**src/rtl/bram_sdp_rd_arbiter.sv**
```systemverilog
// bram_sdp_rd_arbiter
// Shares the read port of a single-clock simple-dual-port BRAM between NUM_REQ
// read clients. The write port serves one writer. Read grants are round-robin.
// Each response comes back RD_LATENCY cycles after its grant, marked by a one-hot
// client strobe.
//
// Optional feature macro: BRAM_ARB_COLLISION_BYPASS_EN
//   undefined: a read that collides with a same-cycle write to the same address
//              is deferred. After STALL_MAX deferrals the writer is throttled for
//              one cycle.
//   defined:   a colliding read is granted at once, and the write data is
//              forwarded to the response.
//
// Ports
//   clka, rstb          clock; synchronous active-high reset
//   wr_valid/wr_ready   writer handshake; wr_addr/wr_data give the write target
//   rd_req_valid        per-client read request
//   rd_req_ready        one-hot grant
//   rd_req_addr         packed client addresses, client i at [i*ADDR_W +: ADDR_W]
//   rd_rsp_valid        one-hot response strobe
//   rd_rsp_data         shared response data
//   ram_*               BRAM wrapper pins (addra/dina/wea, addrb/enb/regceb/rstb, doutb)
module bram_sdp_rd_arbiter #(
    parameter int unsigned NUM_REQ    = 4,
    parameter int unsigned RAM_WIDTH  = 64,
    parameter int unsigned RAM_DEPTH  = 512,
    parameter int unsigned RD_LATENCY = 2,
    parameter int unsigned STALL_MAX  = 4,
    localparam int unsigned ADDR_W    = $clog2(RAM_DEPTH)
) (
    input  logic                      clka,
    input  logic                      rstb,
    input  logic                      wr_valid,
    output logic                      wr_ready,
    input  logic [ADDR_W-1:0]         wr_addr,
    input  logic [RAM_WIDTH-1:0]      wr_data,
    input  logic [NUM_REQ-1:0]        rd_req_valid,
    output logic [NUM_REQ-1:0]        rd_req_ready,
    input  logic [NUM_REQ*ADDR_W-1:0] rd_req_addr,
    output logic [NUM_REQ-1:0]        rd_rsp_valid,
    output logic [RAM_WIDTH-1:0]      rd_rsp_data,
    output logic [ADDR_W-1:0]         ram_addra,
    output logic [RAM_WIDTH-1:0]      ram_dina,
    output logic                      ram_wea,
    output logic [ADDR_W-1:0]         ram_addrb,
    output logic                      ram_enb,
    output logic                      ram_regceb,
    output logic                      ram_rstb,
    input  logic [RAM_WIDTH-1:0]      ram_doutb
);

    localparam int unsigned CW = (NUM_REQ > 1) ? $clog2(NUM_REQ) : 1;

    logic [ADDR_W-1:0] req_addr [NUM_REQ];

    for (genvar g = 0; g < NUM_REQ; g++) begin : g_addr
        assign req_addr[g] = rd_req_addr[g*ADDR_W +: ADDR_W];
    end

    logic [CW-1:0]     rr_ptr_q, rr_ptr_d;
    logic              cand_found;
    logic [CW-1:0]     cand_idx;
    logic [ADDR_W-1:0] cand_addr;
    logic              wr_fire;
    logic              addr_match;
    logic              collision;
    logic              grant;

    // Round-robin search starting at rr_ptr.
    always_comb begin
        logic [CW-1:0] idx;
        idx        = '0;
        cand_found = 1'b0;
        cand_idx   = '0;
        for (int k = 0; k < NUM_REQ; k++) begin
            idx = CW'((int'(rr_ptr_q) + k) % NUM_REQ);
            if (!cand_found && rd_req_valid[idx]) begin
                cand_found = 1'b1;
                cand_idx   = idx;
            end
        end
    end

    assign cand_addr  = req_addr[cand_idx];
    assign wr_fire    = wr_valid & wr_ready;
    assign addr_match = cand_found & wr_fire & (cand_addr == wr_addr);

`ifdef BRAM_ARB_COLLISION_BYPASS_EN
    // Colliding reads are served from the forwarded write data, so they are never deferred.
    assign wr_ready  = ~rstb;
    assign collision = 1'b0;
`else
    localparam int unsigned SW = $clog2(STALL_MAX + 1);

    logic [SW-1:0] stall_cnt_q, stall_cnt_d;
    logic          throttle;

    // One write bubble after STALL_MAX deferrals lets the starved read through.
    assign throttle  = (stall_cnt_q == SW'(STALL_MAX));
    assign wr_ready  = ~rstb & ~throttle;
    assign collision = addr_match;

    always_comb begin
        stall_cnt_d = '0;
        if (collision) begin
            stall_cnt_d = stall_cnt_q + 1'b1;
        end
    end

    always_ff @(posedge clka) begin
        if (rstb) begin
            stall_cnt_q <= '0;
        end else begin
            stall_cnt_q <= stall_cnt_d;
        end
    end
`endif

    assign grant = cand_found & ~collision & ~rstb;

    always_comb begin
        rr_ptr_d     = rr_ptr_q;
        rd_req_ready = '0;
        if (grant) begin
            rd_req_ready[cand_idx] = 1'b1;
            rr_ptr_d = (cand_idx == CW'(NUM_REQ - 1)) ? '0 : cand_idx + 1'b1;
        end
    end

    assign ram_addra  = wr_addr;
    assign ram_dina   = wr_data;
    assign ram_wea    = wr_fire;
    assign ram_addrb  = cand_addr;
    assign ram_enb    = grant;
    assign ram_regceb = (RD_LATENCY == 2);
    assign ram_rstb   = rstb;

    // Response tag pipeline: stage RD_LATENCY-1 lines up with valid doutb.
    logic [RD_LATENCY-1:0] tag_v_q, tag_v_d;
    logic [CW-1:0]         tag_id_q [RD_LATENCY];
    logic [CW-1:0]         tag_id_d [RD_LATENCY];
    logic [RAM_WIDTH-1:0]  rsp_data_q, rsp_data_d;
    logic [RAM_WIDTH-1:0]  rsp_src;
    logic                  rsp_fire;

    always_comb begin
        tag_v_d[0]  = grant;
        tag_id_d[0] = cand_idx;
        for (int s = 1; s < RD_LATENCY; s++) begin
            tag_v_d[s]  = tag_v_q[s-1];
            tag_id_d[s] = tag_id_q[s-1];
        end
    end

`ifdef BRAM_ARB_COLLISION_BYPASS_EN
    logic [RD_LATENCY-1:0] tag_b_q, tag_b_d;
    logic [RAM_WIDTH-1:0]  tag_bd_q [RD_LATENCY];
    logic [RAM_WIDTH-1:0]  tag_bd_d [RD_LATENCY];

    always_comb begin
        tag_b_d[0]  = grant & addr_match;
        tag_bd_d[0] = wr_data;
        for (int s = 1; s < RD_LATENCY; s++) begin
            tag_b_d[s]  = tag_b_q[s-1];
            tag_bd_d[s] = tag_bd_q[s-1];
        end
    end

    always_ff @(posedge clka) begin
        if (rstb) begin
            tag_b_q <= '0;
        end else begin
            tag_b_q <= tag_b_d;
        end
    end

    // Pure data path, no reset needed.
    always_ff @(posedge clka) begin
        tag_bd_q <= tag_bd_d;
    end

    assign rsp_src = tag_b_q[RD_LATENCY-1] ? tag_bd_q[RD_LATENCY-1] : ram_doutb;
`else
    assign rsp_src = ram_doutb;
`endif

    // Gated by rstb so that no response escapes in the cycle reset asserts.
    assign rsp_fire = tag_v_q[RD_LATENCY-1] & ~rstb;

    always_comb begin
        rd_rsp_valid = '0;
        rd_rsp_data  = rsp_data_q;
        if (rsp_fire) begin
            rd_rsp_valid[tag_id_q[RD_LATENCY-1]] = 1'b1;
            rd_rsp_data = rsp_src;
        end
        rsp_data_d = rd_rsp_data;
    end

    always_ff @(posedge clka) begin
        if (rstb) begin
            rr_ptr_q   <= '0;
            tag_v_q    <= '0;
            tag_id_q   <= '{default: '0};
            rsp_data_q <= '0;
        end else begin
            rr_ptr_q   <= rr_ptr_d;
            tag_v_q    <= tag_v_d;
            tag_id_q   <= tag_id_d;
            rsp_data_q <= rsp_data_d;
        end
    end

endmodule

```
**config.mk**
```make
export PLATFORM = sky130hd
export DESIGN_NAME = bram_sdp_rd_arbiter
export DESIGN_NICKNAME = d
export VERILOG_FILES = /design/src/rtl/bram_sdp_rd_arbiter.sv
export SDC_FILE = /design/constraint.sdc
export NUM_CORES = 1
export LEC_CHECK = 0
export CORE_AREA = 2 2 130 132
export DETAILED_ROUTE_END_ITERATION = 7
export DIE_AREA = 0 0 132 134
export HOLD_SLACK_MARGIN = 0.12
export PLACE_DENSITY = 0.72
export SYNTH_ARGS = -nofsm -noshare
export SYNTH_HDL_FRONTEND = slang
export SYNTH_SLANG_ARGS = --single-unit
export TNS_END_PERCENT = 50
```
**constraint.sdc**
```tcl
create_clock -name clka -period 4.95 [get_ports clka]
set_clock_uncertainty 0.05 [all_clocks]
set_input_delay 0.99 -clock clka [delete_from_list [all_inputs] [get_ports clka]]
set_output_delay 0.99 -clock clka [all_outputs]
set_load 0.005 [all_outputs]
```
Word level (Yosys, flattened, before mapping) --
Cells that the tools add are included.
Word-level totals: output and inout bits 159, register bits after elaboration 75, input bits 180
Operators by class: equality and inequality tests 3, add/sub/neg operators 5, bitwise operators 11, order comparisons 9, multiplexer cells 27, reduce and logical (&&, ||, !) cells 9
Operators by type and width (number):
- $mux 64 | 1
- $bmux 9 s2 | 1
- $lt 2x3->1 const B | 6
- $mux 9 | 2
- $mux 1 | 10
- $mux 2 | 5
- $eq 9x9->1 | 1
- $bmux 1 s2 | 4
- $mux 4 | 2
- $and 1x1->1 | 7
- $logic_and 1x1->1 | 5
- $add 2x1->2 const B | 2
- $add 2x2->2 const B | 2
- $demux 1 s2 | 2
- $ge 2x1->1 const B | 2
- $add 3x1->3 const B | 1
- $eq 3x3->1 const B | 1
- $ge 3x3->1 const B | 1
- $logic_not 1->1 | 3
- $not 1->1 | 3
- $not 2->3 | 1
- $eq 2x2->1 const B | 1
- $reduce_or 2->1 | 1

Logic depth before layout (Yosys ltp) --
Gate-level depths: netlist of run 1.
depth after elaboration 22, depth in mapped cells 12

Worst setup path after synthesis of run 1 --
No wires, ideal clock.
kind input-to-output, start point input rd_req_valid[0], end point output rd_req_ready[0], data required time 3.910 ns, arrival 3.271 ns, stages on the path 11, path buffers 1, setup slack 0.639 ns, cells stage by stage and2_4 > and2_4 > nor3_4 > inv_2 > or4_1 > nand4_1 > o2111ai_1 > or4_1 > buf_2 > and3b_4 > and2_1
On the way: cells in the longest elaborated chain, start to end 22
RTL lines:
- start: declaration | line 37 | input logic [NUM_REQ-1:0] rd_req_valid,
- $bmux 1 s2 | line 77 | if (!cand_found && rd_req_valid[idx]) begin
- $mux 1 (implied by the code) | line 77
- $mux 1 | line 77
- $logic_not 1->1 | line 77
- $logic_and 1x1->1 | line 77
- $mux 1 | line 77
- $logic_not 1->1 | line 77
- $logic_and 1x1->1 | line 77
- [5 not listed]
- $bmux 9 s2 | line 84 | assign cand_addr = req_addr[cand_idx];
- $mux 9 (implied by the code) (2 in a row) | line 84
- $eq 9x9->1 | line 86 | assign addr_match = cand_found & wr_fire & (cand_addr == wr_addr);
- $and 1x1->1 | line 86
- $not 1->1 | line 119 | assign grant = cand_found & ~collision & ~rstb;
- $and 1x1->1 (*) (2 in a row) | line 119
- via ram_enb | line 46 | output logic ram_enb,
- $mux 4 (*) | line 124 | if (grant) begin
- end: declaration | line 38 | output logic [NUM_REQ-1:0] rd_req_ready,
Mark *: on every way through the listed nets, which the timed path passes. The rest lies on a longest branch. The select of a mux whose other input is x is not followed.

Worst setup path in the final report of run 1 --
start point input rd_req_valid[2], end point output rd_req_ready[2]
On the way: cells in the longest elaborated chain, start to end 22
RTL lines (line):
- $bmux 1 s2 | 77
- $mux 1 (implied by the code) | 77
- $mux 1 | 77
- $logic_not 1->1 | 77
- $logic_and 1x1->1 | 77
- $mux 1 | 77
- $logic_not 1->1 | 77
- $logic_and 1x1->1 | 77
- [4 not listed]
- $not 2->3 (implied by the code) | 84
- $bmux 9 s2 | 84
- $mux 9 (implied by the code) (2 in a row) | 84
- $eq 9x9->1 | 86
- $and 1x1->1 | 86
- $not 1->1 | 119
- $and 1x1->1 (2 in a row) | 119
- $mux 4 (*) | 124
Every way passes the cells marked *; elsewhere a longest branch is shown, timed or not. The select of a mux whose other input is x is not followed.

==> results of run 1 <==
==> flip-flops by register name, indices dropped and copies added (netlist names) <==
register / flops
tag_id_q: 2
stall_cnt_q: 3
tag_v_q: 2
rr_ptr_q: 2
tag_id_d: 2
rsp_data_q: 64
==> cells by family after synthesis <==
kind of cell / Yosys count / synth area share (%)
compound gates: 47 / 7.65
xor+xnor: 2 / 0.409
fa+ha+maj: 6 / 1.75
buf+inv: 112 / 16.4
flops: 75 / 35.0
mux: 2 / 0.467
other cells: 1 / 0.0875
simple gates: 341 / 38.2
==> worst paths after layout <==
path	start	slack (ns)	endpoint	cells past startpoint
max	rd_req_valid[2]	0.17	rd_req_ready[2]	16
min	tag_id_d[0]	0.38	tag_id_q[0]	1
max reg2reg	rr_ptr_q[1]	1.90	rr_ptr_q[1]	15
min reg2reg	tag_id_d[0]	0.38	tag_id_q[0]	1
==> routing by layer <==
layer	up-vias	global-route usage, %	share of wire (%)
met5	-	0	0
met4	0	4.83	1.7
met3	22	5.14	8.5
met2	194	23.3	48
met1	1850	15.6	41
li1	2098	-	-
==> cell usage in the layout (no fill, tap or decap), types with 3 or more instances in the layout <==
master           netlist  final
buf_4                 75     31
a21oi_1                6      4
nand3_1               11      6
inv_1                  5      4
nand3_2                0      5
o21ai_0               13     13
a211oi_2               0      5
a21boi_0               6      4
nor2b_1               69     67
nor2_1                11     11
a21boi_1               1      3
clkbuf_16              0      9
or3_1                  3      3
clkdlybuf4s50_1        0    199
o211ai_1               5      5
buf_6                  0      3
or4_1                  6      5
and3_1                16     15
and2_1                 7      7
dlygate4sd2_1          0      5
nand2_1              195    195
nor3_1                 7      7
dfxtp_1               75     75
ha_1                   6      6
buf_12                 0      4
==> report_power, final <==
part / total (mW) / internal (mW) / switching (mW) / leakage, nW
clock: 0.675 / 0.409 / 0.266 / 0.146
combinational: 0.550 / 0.322 / 0.229 / 2.13
sequential: 0.638 / 0.627 / 0.0112 / 0.610
==> layout make-up <==
cell class | instances | area [um^2] | share of cell area (%)
sequential | 75 | 1500 | 22.3
inverter | 7 | 28.8 | 0.427
clock buffer | 10 | 239 | 3.55
clock inverter | 6 | 71.3 | 1.06
multi-input combinational | 399 | 2200 | 32.7
timing repair buffer | 247 | 2420 | 35.9
tap | 220 | 275 | 4.09
==> critical path, stage by stage <==
cell and delay (ns):
clkdlybuf4s15_2 0.23, nand2b_1 0.16, o211ai_4 0.12, buf_12 0.14, buf_12 0.12, buf_4 0.13
buf_4 0.14, nand3_2 0.07, nand3_2 0.08, buf_4 0.15, a21oi_2 0.12, o211ai_1 0.12
or4_4 0.55, and3b_4 0.22, and2_1 0.15, dlygate4sd2_1 0.25
==> what timing repair did <==
action	4_1_cts	5_1_grt
hold buffers	0	0
hold endpoints to repair	0	0
pin swaps	6	12
endpoints found under the setup margin	5	4
setup buffers	6	0
resized for setup	29	17
cloned	1	0
==> summary.txt, run 1 <==
status - completed
Final ANT Viol Nets - 0
Leakage - 2.89 nW
CP Launch Type - input port
Vias/cell - 4.32
initial core utilization - 26.3%
# IOs - 339
peak supply drop - 0.000205 V
GRT Total Usage - 13.6%
share of cells above drive strength 1 - 12.1%
pin count of the biggest net entering global routing - 58
Worst Hold Class - register to register
Final setup viols - 0
initial drt markers - 115
fmax - 0.209 GHz
RSZ-0062 raised after global routing - no
Crit path required time - 3.91 ns
gp weighted congestion - 0.909
Slew HR - 59.7%
initial antenna violation count - 0
CTS Sinks - 75
fin crit share - 96.6%
detailed-placement wirelength estimate - 8.99 mm
drt total wl - 12.4 mm
Clk pin slew, worst setup/hold paths - 0.07 ns
setup_tns - 0 ns
Synth area leader - dfxtp_1
antenna diode count - 0
Initial DRT Pass Iterations - 4
Layout area overhead - 57.1%
WHS - 0.383 ns
DP Area - 6260 um^2
total CTS buffers - 9
MaxCap Viol Count - 0
maximum clock path buffer count - 2
Yosys cell types - 46
dominant synthesized flop cell - dfxtp_1
synthesized area - 4290 um^2
most common cell in the netlist - nand2_1
insertion delay to the later sink of the worst-skew pair - 0.33 ns
gate count after technology mapping - 586
Final Util - 41.4%
die width - 132 um
vias in the first global route - 3901
Final Cell Area - 6740 um^2
pwr/cell area - 277 nW/um^2
GRT overflow - 0
synth top area cells - dfxtp_1 35%, nand2_1 17%, buf_4 13%, nor2b_1 10%, and3_1 2.3%
vias post-DR - 4164
overall power - 1.86 mW
Post-synth EDFFs - 0
first-pass GRT wire length - 19.6 mm
WP data arrival - 3.74 ns
die height - 134 um
Yosys top cell area share - 35.0%
average size of a mapped cell - 7.32 um^2
final-layout fill cell count - 1653
maximum fanout along the worst path - 5
crit path capture type - primary output
asr flop ratio synth - 0%
Final WS setup - 0.168 ns
Port Buffers - 209
WL/cell - 12.9 um
die footprint - 17700 um^2
CTS tree - done
H-Tree Depth - 3
worst slew pin tran - 0.604 ns
Post-Place Cells - 942
Final Hold Viols - 0
number of synthesized register bits - 75
CORE AREA - 16300 um^2
Cell Count, Final, Fillers Out - 964
max-slew violation total from the final report - 0
syn nets - 772
dpl ws - -0.410 ns
DRC Markers - 0
Clock Tree Root - clkbuf_16
sequential fraction of the synthesis area - 35.0%
post-layout min period - 4.78 ns
CP Class - input port to primary output
Core Rows - 47
nets - 925
synth warn - 0
top cells by instance count after synthesis - 195 x nand2_1, 75 x buf_4, 75 x dfxtp_1
Power figures use the tool's default switching activity.
==> run 2, diff against run 1 <==
- GPL_ROUTABILITY_DRIVEN: default -> 0
==> results of run 2 <==
The final DEF is identical to that of run 1; final timing and power are the same.
